### src/rtl/cpu_pkg.sv
// Shared CPU definitions: datapath widths, default reset PC and the
// fetch-buffer entry type.
package cpu_pkg;

  localparam int XLEN = 32;
  localparam int ILEN = 32;

  localparam logic [XLEN-1:0] DEFAULT_RESET_PC = 32'h0000_0000;

  // One instruction-buffer entry: the byte address and the word fetched there.
  typedef struct packed {
    logic [XLEN-1:0] pc;
    logic [ILEN-1:0] insn;
  } fetch_entry_t;

  // Force a byte address onto a word boundary.
  function automatic logic [XLEN-1:0] align_pc(input logic [XLEN-1:0] a);
    return a & ~32'h0000_0003;
  endfunction

endpackage

### src/rtl/fetch_unit_if.sv
// Decode-side instruction handshake.
// Handshake: the fetch side raises inst_valid while the head entry is valid
// and holds inst_pc/inst_data stable until the cycle inst_ready is also 1;
// that cycle (inst_valid & inst_ready) transfers the head.
interface fetch_unit_if;
  import cpu_pkg::*;

  logic            inst_valid;
  logic [ILEN-1:0] inst_data;
  logic [XLEN-1:0] inst_pc;
  logic            inst_ready;

  modport master (
    output inst_valid,
    output inst_data,
    output inst_pc,
    input  inst_ready
  );

  modport slave (
    input  inst_valid,
    input  inst_data,
    input  inst_pc,
    output inst_ready
  );

endinterface

### src/rtl/fetch_fifo.sv
// Instruction buffer: circular FIFO of fetch entries with flush. The head
// is presented on the decode handshake; a flush empties it and wins over
// any pop in the same cycle.
module fetch_fifo
  import cpu_pkg::*;
#(
  parameter int DEPTH = 2
) (
  input  logic                     clk,
  input  logic                     rst_n,
  input  logic                     push,
  input  logic                     flush,
  input  fetch_entry_t             wdata,
  output logic [$clog2(DEPTH):0]   count,
  fetch_unit_if.master             head
);

  localparam int AW = $clog2(DEPTH);

  fetch_entry_t    mem [DEPTH];
  logic [AW-1:0]   wr_ptr;
  logic [AW-1:0]   rd_ptr;
  logic            pop;

  // Head transfer; ignored while flushing.
  assign pop = head.inst_valid & head.inst_ready & ~flush;

  assign head.inst_valid = (count != '0);
  assign head.inst_pc    = mem[rd_ptr].pc;
  assign head.inst_data  = mem[rd_ptr].insn;

  // Entry storage; data needs no reset since validity is tracked by count.
  always_ff @(posedge clk) begin
    if (push && !flush) begin
      mem[wr_ptr] <= wdata;
    end
  end

  // Pointers wrap naturally because DEPTH is a power of two.
  always_ff @(posedge clk or negedge rst_n) begin
    if (!rst_n) begin
      wr_ptr <= '0;
      rd_ptr <= '0;
      count  <= '0;
    end else if (flush) begin
      wr_ptr <= '0;
      rd_ptr <= '0;
      count  <= '0;
    end else begin
      if (push) begin
        wr_ptr <= wr_ptr + 1'b1;
      end
      if (pop) begin
        rd_ptr <= rd_ptr + 1'b1;
      end
      case ({push, pop})
        2'b10:   count <= count + 1'b1;
        2'b01:   count <= count - 1'b1;
        default: count <= count;
      endcase
    end
  end

endmodule

### src/rtl/fetch_unit.sv
// Instruction fetch: walks a word-aligned PC through instruction memory,
// buffers fetched words for decode and handles branch/jump redirects.
module fetch_unit
  import cpu_pkg::*;
#(
  parameter logic [XLEN-1:0] RESET_PC  = DEFAULT_RESET_PC,
  parameter int              BUF_DEPTH = 2
) (
  input  logic            clk,
  input  logic            rst_n,
  output logic [XLEN-1:0] imem_addr,
  input  logic [ILEN-1:0] imem_rdata,
  input  logic            redirect_valid,
  input  logic [XLEN-1:0] redirect_pc,
  output logic            inst_valid,
  output logic [ILEN-1:0] inst_data,
  output logic [XLEN-1:0] inst_pc,
  input  logic            inst_ready
);

  localparam int CNT_W = $clog2(BUF_DEPTH) + 1;

  logic [XLEN-1:0] fetch_pc;
  logic [CNT_W-1:0] count;
  logic            pop;
  logic            push;
  fetch_entry_t    wdata;

  fetch_unit_if head_if ();

  assign head_if.inst_ready = inst_ready;
  assign inst_valid         = head_if.inst_valid;
  assign inst_data          = head_if.inst_data;
  assign inst_pc            = head_if.inst_pc;

  assign imem_addr = fetch_pc;

  // A full buffer can still accept a word when the head leaves this cycle.
  assign pop   = inst_valid & inst_ready;
  assign push  = ~redirect_valid & ((count < CNT_W'(BUF_DEPTH)) | pop);
  assign wdata = '{pc: fetch_pc, insn: imem_rdata};

  // Fetch PC: redirect target wins, otherwise step one word per push.
  always_ff @(posedge clk or negedge rst_n) begin
    if (!rst_n) begin
      fetch_pc <= align_pc(RESET_PC);
    end else if (redirect_valid) begin
      fetch_pc <= align_pc(redirect_pc);
    end else if (push) begin
      fetch_pc <= fetch_pc + 32'd4;
    end
  end

  fetch_fifo #(
    .DEPTH (BUF_DEPTH)
  ) u_fifo (
    .clk   (clk),
    .rst_n (rst_n),
    .push  (push),
    .flush (redirect_valid),
    .wdata (wdata),
    .count (count),
    .head  (head_if.master)
  );

endmodule

### config.mk
export PLATFORM = sky130hd
export DESIGN_NAME = fetch_unit
export DESIGN_NICKNAME = d
export VERILOG_FILES = /design/src/rtl/cpu_pkg.sv /design/src/rtl/fetch_unit_if.sv /design/src/rtl/fetch_fifo.sv /design/src/rtl/fetch_unit.sv
export SDC_FILE = /design/constraint.sdc
export NUM_CORES = 1
export LEC_CHECK = 0
export CAP_MARGIN = 20
export CORE_MARGIN = 4
export CORE_UTILIZATION = 50
export CTS_BUF_LIST = sky130_fd_sc_hd__clkbuf_4 sky130_fd_sc_hd__clkbuf_8
export DETAILED_ROUTE_END_ITERATION = 10
export PLACE_DENSITY = 0.8
export SLEW_MARGIN = 25
export SYNTH_ARGS = -nofsm -noshare
export SYNTH_HDL_FRONTEND = slang
export SYNTH_HIERARCHICAL = 1
export SYNTH_SLANG_ARGS = --single-unit
### constraint.sdc
create_clock -name clk -period 5.9 [get_ports clk]
set_input_delay 1.18 -clock clk [delete_from_list [all_inputs] [get_ports clk]]
set_output_delay 1.18 -clock clk [all_outputs]
set_load 0.02 [all_outputs]
# Word level (Yosys, flattened, before mapping)

Memory sizes are Yosys's and may differ from the RTL's.
Cells that the tools add are included.

Flip-flop bits (word level): 36
Bits in writable memories: 128
Bits of input ports: 68
Output and inout port bits: 97
Word-level logic and storage cells: 34
Memories: 1

Add/subtract/negate cells: 5
$lt $le $gt $ge: 1
Equal/unequal tests: 2
Muxes and demuxes: 10
Bitwise gates (word level): 5
Reductions and logical operators: 6

Memories:

| name       | words | bits a word | rd ports | clocked after Yosys merged registers in | wr ports | line             | source |
|---|---|---|---|---|---|---|---|
| u_fifo.mem | 2     | 64          | 1        | 0                                       | 1        | fetch_fifo.sv:20 | `fetch_entry_t mem [DEPTH];` |

Operators with widths:

| cell                    | number |
|---|---|
| $mux W32                | 2 |
| $add A32 B3 Y32 const B | 1 |
| $mux W1                 | 6 |
| $reduce_bool A2 Y1      | 3 |
| $pmux W2 S2             | 1 |
| $and A1 B1 Y1           | 3 |
| $reduce_bool A3 Y1      | 1 |
| $add A1 B1 Y1 const B   | 2 |
| $add A2 B1 Y2 const B   | 1 |
| $eq A2 B1 Y1 const B    | 1 |
| $eq A2 B2 Y1 const B    | 1 |
| $lt A2 B2 Y1 const B    | 1 |
| $mux W2                 | 1 |
| $sub A2 B1 Y2 const B   | 1 |
| $logic_and A1 B1 Y1     | 1 |
| $logic_not A1 Y1        | 1 |
| $not A1 Y1              | 1 |
| $or A1 B1 Y1            | 1 |

# Logic depth before layout (Yosys ltp)

Gate-level depths: netlist (run 1).

Depth in word-level cells: 7
Mapped depth: 6
Depth with buffers taken out: 5

# Cells and area by module

Netlist (run 1), hierarchy kept.

By module, submodules not included:

| module     | times used | cells each | area an instance (µm²) | seq. area each (µm²) |
|---|---|---|---|---|
| fetch_fifo | 1          | 223        | 5042.3                 | 3943.8 |
| fetch_unit | 1          | 202        | 1798.0                 | 750.7 |

# Worst setup path after synthesis (run 1)

OpenSTA, ideal clock, no wires.

Path type: input to register
Start: in redirect_valid
End: mem u_fifo/mem[0][0] (netlist name), enable pin
Library setup time: 0.486 ns
Arrival: 4.574 ns
Data required time: 5.414 ns
Setup slack: 0.839 ns
Stages on the path: 5
Path buffers: 1
Cell sequence: inv_1 -> clkbuf_1 -> and2_1 -> nand2b_1 -> nor2_1

Cells in the longest elaborated chain, start to end: 5
Elaborated cells on any way between the ends: 6
Those cells by class: mux: 2; bitwise: 2; reduce/logical: 2

Ends and longest elaborated chain:

| what                          | line             | source |
|---|---|---|
| start: declaration            | fetch_unit.sv:13 | `input logic redirect_valid,` |
| $not A1 Y1                    | fetch_unit.sv:40 | `assign push = ~redirect_valid & ((count < CNT_W'(BUF_DEPTH)) \| pop);` |
| $and A1 B1 Y1                 | fetch_unit.sv:40 |  |
| named net push                | fetch_unit.sv:26 | `logic push;` |
| $logic_and A1 B1 Y1           | fetch_fifo.sv:34 | `if (push && !flush) begin` |
| $mux W1                       | fetch_fifo.sv:34 |  |
| $mux W1 (not written as such) | fetch_fifo.sv:35 | `mem[wr_ptr] <= wdata;` |
| end: declaration              | fetch_fifo.sv:20 |  |

The timed path passes the listed nets, and every way through them passes these cells.

# Final worst setup path (run 1)

Start: in redirect_valid
End: mem u_fifo/mem[0][44] (netlist name), enable pin

The elaborated chain is that of the path after synthesis.

==> impl_metrics.toml, run 1 <==
[logic_synthesis]
ys.flop_type = "edfxtp_1"
yosys.cell_count.top_type = "edfxtp_1"
yosys-top-cells-count = "edfxtp_1 (128), mux2_4 (50), dfrtp_1 (34), nor2_1 (22), nand2_1 (20)"
syn_area_per_cell_sq_um = 16.09
synth.area.top_cells = "edfxtp_1 (56%), dfrtp_1 (12%), mux2_4 (11%)"
synth_edf_count = 128
yosysTopAreaCellShare = 0.5619
synthArstFlopShare = 0.2099
syn_area_sq_mm = 0.006840
ys_ff_latch = 162
synth_cells = 425
ys_warn_count = 6
ys_types = 39
ys_seq_area_frac = 0.6863
yosys.area.top_type = "edfxtp_1"

[power]
p_sw_uw = 630.6
powerDensity_mw_per_mm2 = 283.2
pwr-share-clk = 0.296
intPower_uw = 1910
power_frac_seq = 0.540
vdd_drop_max_uv = 149.5
p_leak_uw = 0.003164
share_comb_of_total_power = 0.165
switching_share = 0.2482

[min_path]
min_from = "imem_addr[31]"
hold_depth = 0
hold_path.class = "reg -> reg"

[floorplanning]
rows = 42
start_util = 0.5145
io_pins = 165
die_y_um = 125.0
die_w_um = 125.0
core_sq_mm = 0.01330
die-area_sq_mm = 0.01562

[place]
portBuffers = 160
gp_congestion = 0.7829
hpwl_um = 9792

[cts]
clk_pin_slew_worst_paths_ns = 0.08
clkLatencyLatePin_ns = 0.43
post_cts_buffers = 0
cts_hold_buf = 0
cts-root-buf = "clkbuf_8"
post_cts_resized = 0
clockBufferDepth = 2
cts_tree = "done"
cts_htree_levels = 4
cts_buffers = 17
cts_num_sinks = 162

[sta]
fin_crit_sh = 0.6988
skew_ns = 0.008856
grt_setup_unrepaired = "false"
tns_ns = 0
layout_min_cycle_time_ns = 4.123
tightest_slew_ns = 0.8560
max_slew_margin = 0.4275
setup_viol = 0
hold_viol = 0
slew_violations = 0
hold_ws_ns = 0.5568
fmax_mhz = 242.5

[global_routing]
grt.overflow.total = 0
grt_max_degree = 56
grt.met3_usage = 0.04861
use_met2 = 0.3214
antenna_found_initial = 0
track_usage = 0.1875
grt_pass1_vias = 4386
grt.busiest_layer = "met2"
use_met1 = 0.2263
grt_pass1_wl_um = 23090

[final_layout]
syn2layout_area_growth_pct = 31.13
layout-drive-gt1-share = 0.1799
layout.nets = 662
nFillCells = 957
antennaDiodeCount = 0

[detailed_routing]
vias = 4241
drt_wl_total_um = 14380
vias_per_cell = 5.423
post_drt_wl_per_cell_um = 18.39
remaining_drc_errors = 0
firstDrtPassIters = 4
drt_iter0_markers = 275
detail-route-antenna-nets = 0

[worst_setup_path]
path_max_fanout = 55
startpoint_type = "primary input"
critPathCaptureType = "flip-flop"
reg2reg_from = "u_fifo/count[1]"
r2r_cells = 6
crit_type = "in -> reg"
cp-startpoint = "redirect_valid"
crit_required_ns = 5.96
crit_arrival_ns = 4.19

[run_status]
outcome = "complete, no violations"

[job]
drv_cap = 0
[power by group through the flow]
stage                     clock [uW]  combinational (uW)  sequential [uW]
after global routing             824                 444             1380
after floorplan                    0                 211             1400
after global placement             0                 406             1400
after CTS                        774                 425             1370
final                            751                 419             1370
after detailed placement           0                 423             1400
[stage by stage]
stage          power (uW)  instances  cell area [sq um]    util  setup WS, ns
2_1_floorplan        1606        430               6859       -        0.8395
3_3_place_gp         1803        749               8577  0.6451         1.417
3_5_place_dp         1819        750               8597  0.6466         1.306
4_1_cts              2570        782               8970  0.6747         1.793
5_1_grt              2648        782               8970  0.6747         1.505
6_report             2541        782               8970  0.6747         1.777
[kinds of logic after synthesis]
family                     Yosys count  share of synthesized area
muxes                               66                     0.1357
DFF                                162                     0.6863
AOI/OAI and AO/OA                   55                    0.05158
other                                1                  0.0005482
xor gates and xnor gates             9                    0.01152
buffers and inverters               27                    0.02433
adders and majority gates            1                   0.001829
and+or+nand+nor                    104                    0.08817
[cell usage in the layout, fill, tap and decap left out, types with 4 or more instances in the layout]
| cell | Yosys | layout |
|---|---|---|
| clkdlybuf4s50_1 | 0 | 159 |
| nand3_1 | 12 | 12 |
| edfxtp_1 | 128 | 128 |
| conb_1 | 1 | 6 |
| clkinvlp_4 | 0 | 4 |
| o21ai_0 | 16 | 16 |
| mux2_2 | 14 | 14 |
| dfrtp_1 | 34 | 33 |
| nor2_1 | 22 | 20 |
| and2_1 | 4 | 4 |
| nand4_1 | 9 | 9 |
| or4_1 | 17 | 17 |
| o211ai_1 | 4 | 4 |
| or3_1 | 5 | 5 |
| xor2_1 | 6 | 6 |
| nand2_1 | 20 | 20 |
| mux2_4 | 50 | 50 |
| inv_1 | 7 | 7 |
| o31ai_1 | 13 | 13 |
| clkbuf_8 | 0 | 17 |
| a31oi_1 | 18 | 18 |
[worst max-delay path, cell delays in order]
cell and delay, ns:
clkdlybuf4s50_1 0.86, inv_1 0.17, buf_4 0.39, and2_1 0.31, nand2b_1 0.21, nor2_4 0.32, buf_4 0.65
[routing by layer]
layer | wire length [um] | part of all wire
met4 | 256 | 0.018
met2 | 7431 | 0.52
met5 | 0 | 0
met1 | 5931 | 0.41
met3 | 763 | 0.053
[layout make-up]
type | instances | area, sq um | share of cell area
Tap cell | 176 | 220.2 | 0.02455
Sequential cell | 162 | 4698 | 0.5238
Multi-Input combinational cell | 241 | 2013 | 0.2244
Clock buffer | 20 | 256.5 | 0.02860
Timing Repair Buffer | 164 | 1639 | 0.1827
Inverter | 7 | 26.28 | 0.002929
Clock inverter | 12 | 116.4 | 0.01297
[final timing paths]
check / end / slack (ns)
setup / recovery: u_fifo/mem[0][44] / 1.78
max in group asynchronous: u_fifo/rd_ptr / 4.49
min in group asynchronous: imem_addr[4] / 0.83
setup reg to reg: u_fifo/mem[0][44] / 3.05
hold reg to reg: u_fifo/mem[1][63] / 0.56
hold / removal: u_fifo/mem[1][63] / 0.56
[state kept, by name (all words and copies together) (netlist names)]
name           count
u_fifo/mem       128
u_fifo/wr_ptr      1
imem_addr         30
u_fifo/count       2
u_fifo/rd_ptr      1
(Power assumes the default switching activity.)
==> run 2, diff against run 1 <==
==> constraint.sdc (replaced) <==
create_clock -name clk -period 4.05 [get_ports clk]
set_input_delay 0.81 -clock clk [delete_from_list [all_inputs] [get_ports clk]]
set_output_delay 0.81 -clock clk [all_outputs]
set_load 0.02 [all_outputs]
==> impl_metrics.toml, run 2 (synthesized netlist as in run 1, its figures left out) <==
[detailed_routing]
firstDrtPassIters = 4
detail-route-antenna-nets = 0
vias_per_cell = 5.397
vias = 4231
drt_wl_total_um = 14070
remaining_drc_errors = 0
drt_iter0_markers = 320
post_drt_wl_per_cell_um = 17.94

[global_routing]
grt.overflow.total = 0
grt_pass1_wl_um = 21990
grt_pass1_vias = 4310
grt_max_degree = 65
track_usage = 0.1788
antenna_found_initial = 0

[worst_setup_path]
startpoint_type = "flip-flop"
path_max_fanout = 33
crit_type = "reg -> out"
r2r_setup_slack_ns = 1.55
crit_required_ns = 3.24
critPathCaptureType = "output port"
crit_arrival_ns = 2.56

[sta]
slew_violations = 0
skew_ns = 0.007164
tns_ns = 0
layout_min_cycle_time_ns = 3.366
fmax_mhz = 297.1
tightest_slew_ns = 0.7929
hold_viol = 0
grt_setup_unrepaired = "false"
max_slew_margin = 0.4714
fin_crit_sh = 0.8312
setup_viol = 0

[final_layout]
largest_register_ffs = 128
antennaDiodeCount = 0
layout_common_cells = "clkdlybuf4s50_1 (159), edfxtp_1 (128), mux2_4 (50)"
layout_commonest_cell = "clkdlybuf4s50_1"
layout-drive-gt1-share = 0.1842
finalNonFillerCells = 784
syn2layout_area_growth_pct = 31.55
regMostFlops = "u_fifo/mem"
layout.nets = 665

[place]
gp_congestion = 0.8018
hpwl_um = 9515
portBuffers = 160
dp_cells = 753

[cts]
cts_buffers = 17
cts_num_sinks = 162
cts_tree = "done"
cts_hold_buf = 0
post_cts_resized = 0
post_cts_buffers = 0
clockBufferDepth = 2
clkLatencyLatePin_ns = 0.43
cts_htree_levels = 4
clk_pin_slew_worst_paths_ns = 0.08
cts-root-buf = "clkbuf_8"

[floorplanning]
core_sq_mm = 0.01330
die_y_um = 125.0
die-area_sq_mm = 0.01562
io_pins = 165
rows = 42
start_util = 0.5145
die_w_um = 125.0

[power]
vdd_drop_max_uv = 215.3
powerDensity_mw_per_mm2 = 410.2
p_leak_uw = 0.003180

[run_status]
outcome = "complete, no violations"

[job]
drv_cap = 0

[min_path]
hold_path.class = "in -> async"
run 2: cell types whose count changed in the layout (fill, tap and decap cells not counted):
cell,previous run,this run
clkinv_2,3,4
clkbuf_4,3,2
buf_12,1,2
clkinv_1,3,2
buf_4,3,5
run 2: cell type report:
cell class / instances / area, sq um
Sequential cell: 162 / 4698
Fill cell: 927 / 4297
Inverter: 7 / 26.28
Clock buffer: 19 / 249.0
Multi-Input combinational cell: 241 / 2013
Clock inverter: 12 / 117.6
Timing Repair Buffer: 167 / 1674
Tap cell: 176 / 220.2
run 2: routing by layer:
layer | part of all wire | vias up | track usage
met3 | 0.056 | 21 | 0.04350
met5 | 0 | - | 0
li1 | - | 1989 | -
met1 | 0.41 | 2061 | 0.2200
met2 | 0.52 | 160 | 0.3056
met4 | 0.020 | 0 | 0.07079
run 2: path summary, 6_finish.rpt:
kind                            startpoint                 to  cells after the start
setup / recovery             u_fifo/rd_ptr        inst_pc[11]                      3
hold / removal                       rst_n       imem_addr[4]                      1
setup reg to reg           u_fifo/count[1]  u_fifo/mem[1][17]                      6
hold reg to reg              imem_addr[31]  u_fifo/mem[1][63]                      0
max in group asynchronous            rst_n      u_fifo/rd_ptr                      1
min in group clk             imem_addr[31]  u_fifo/mem[1][63]                      0
run 2: where the power goes:
group          internal [uW]  switching [uW]  leakage [uW]
Sequential              1900            91.2       0.00157
Combinational            326             288       0.00143
Clock                    548             537      0.000179
Total                   2780             916       0.00318
run 2: metrics by stage:
step,area [sq um],power [uW],setup slack [ns],util,hold WS [ns]
2_1_floorplan,6859,2339,-0.6405,-,0.5144
3_5_place_dp,8632,2650,0.7584,0.6493,0.5346
3_3_place_gp,8632,2630,0.8326,0.6493,0.5166
4_1_cts,8999,3735,0.6209,0.6768,0.4498
6_report,8999,3691,0.6836,0.6768,0.4598
5_1_grt,8999,3847,0.5711,0.6768,0.4909
run 2: critical path: stages (launching register included):
cell             delay (ns)
dfrtp_4                0.84
buf_4                  0.36
mux2_2                 0.37
clkdlybuf4s50_1        0.54
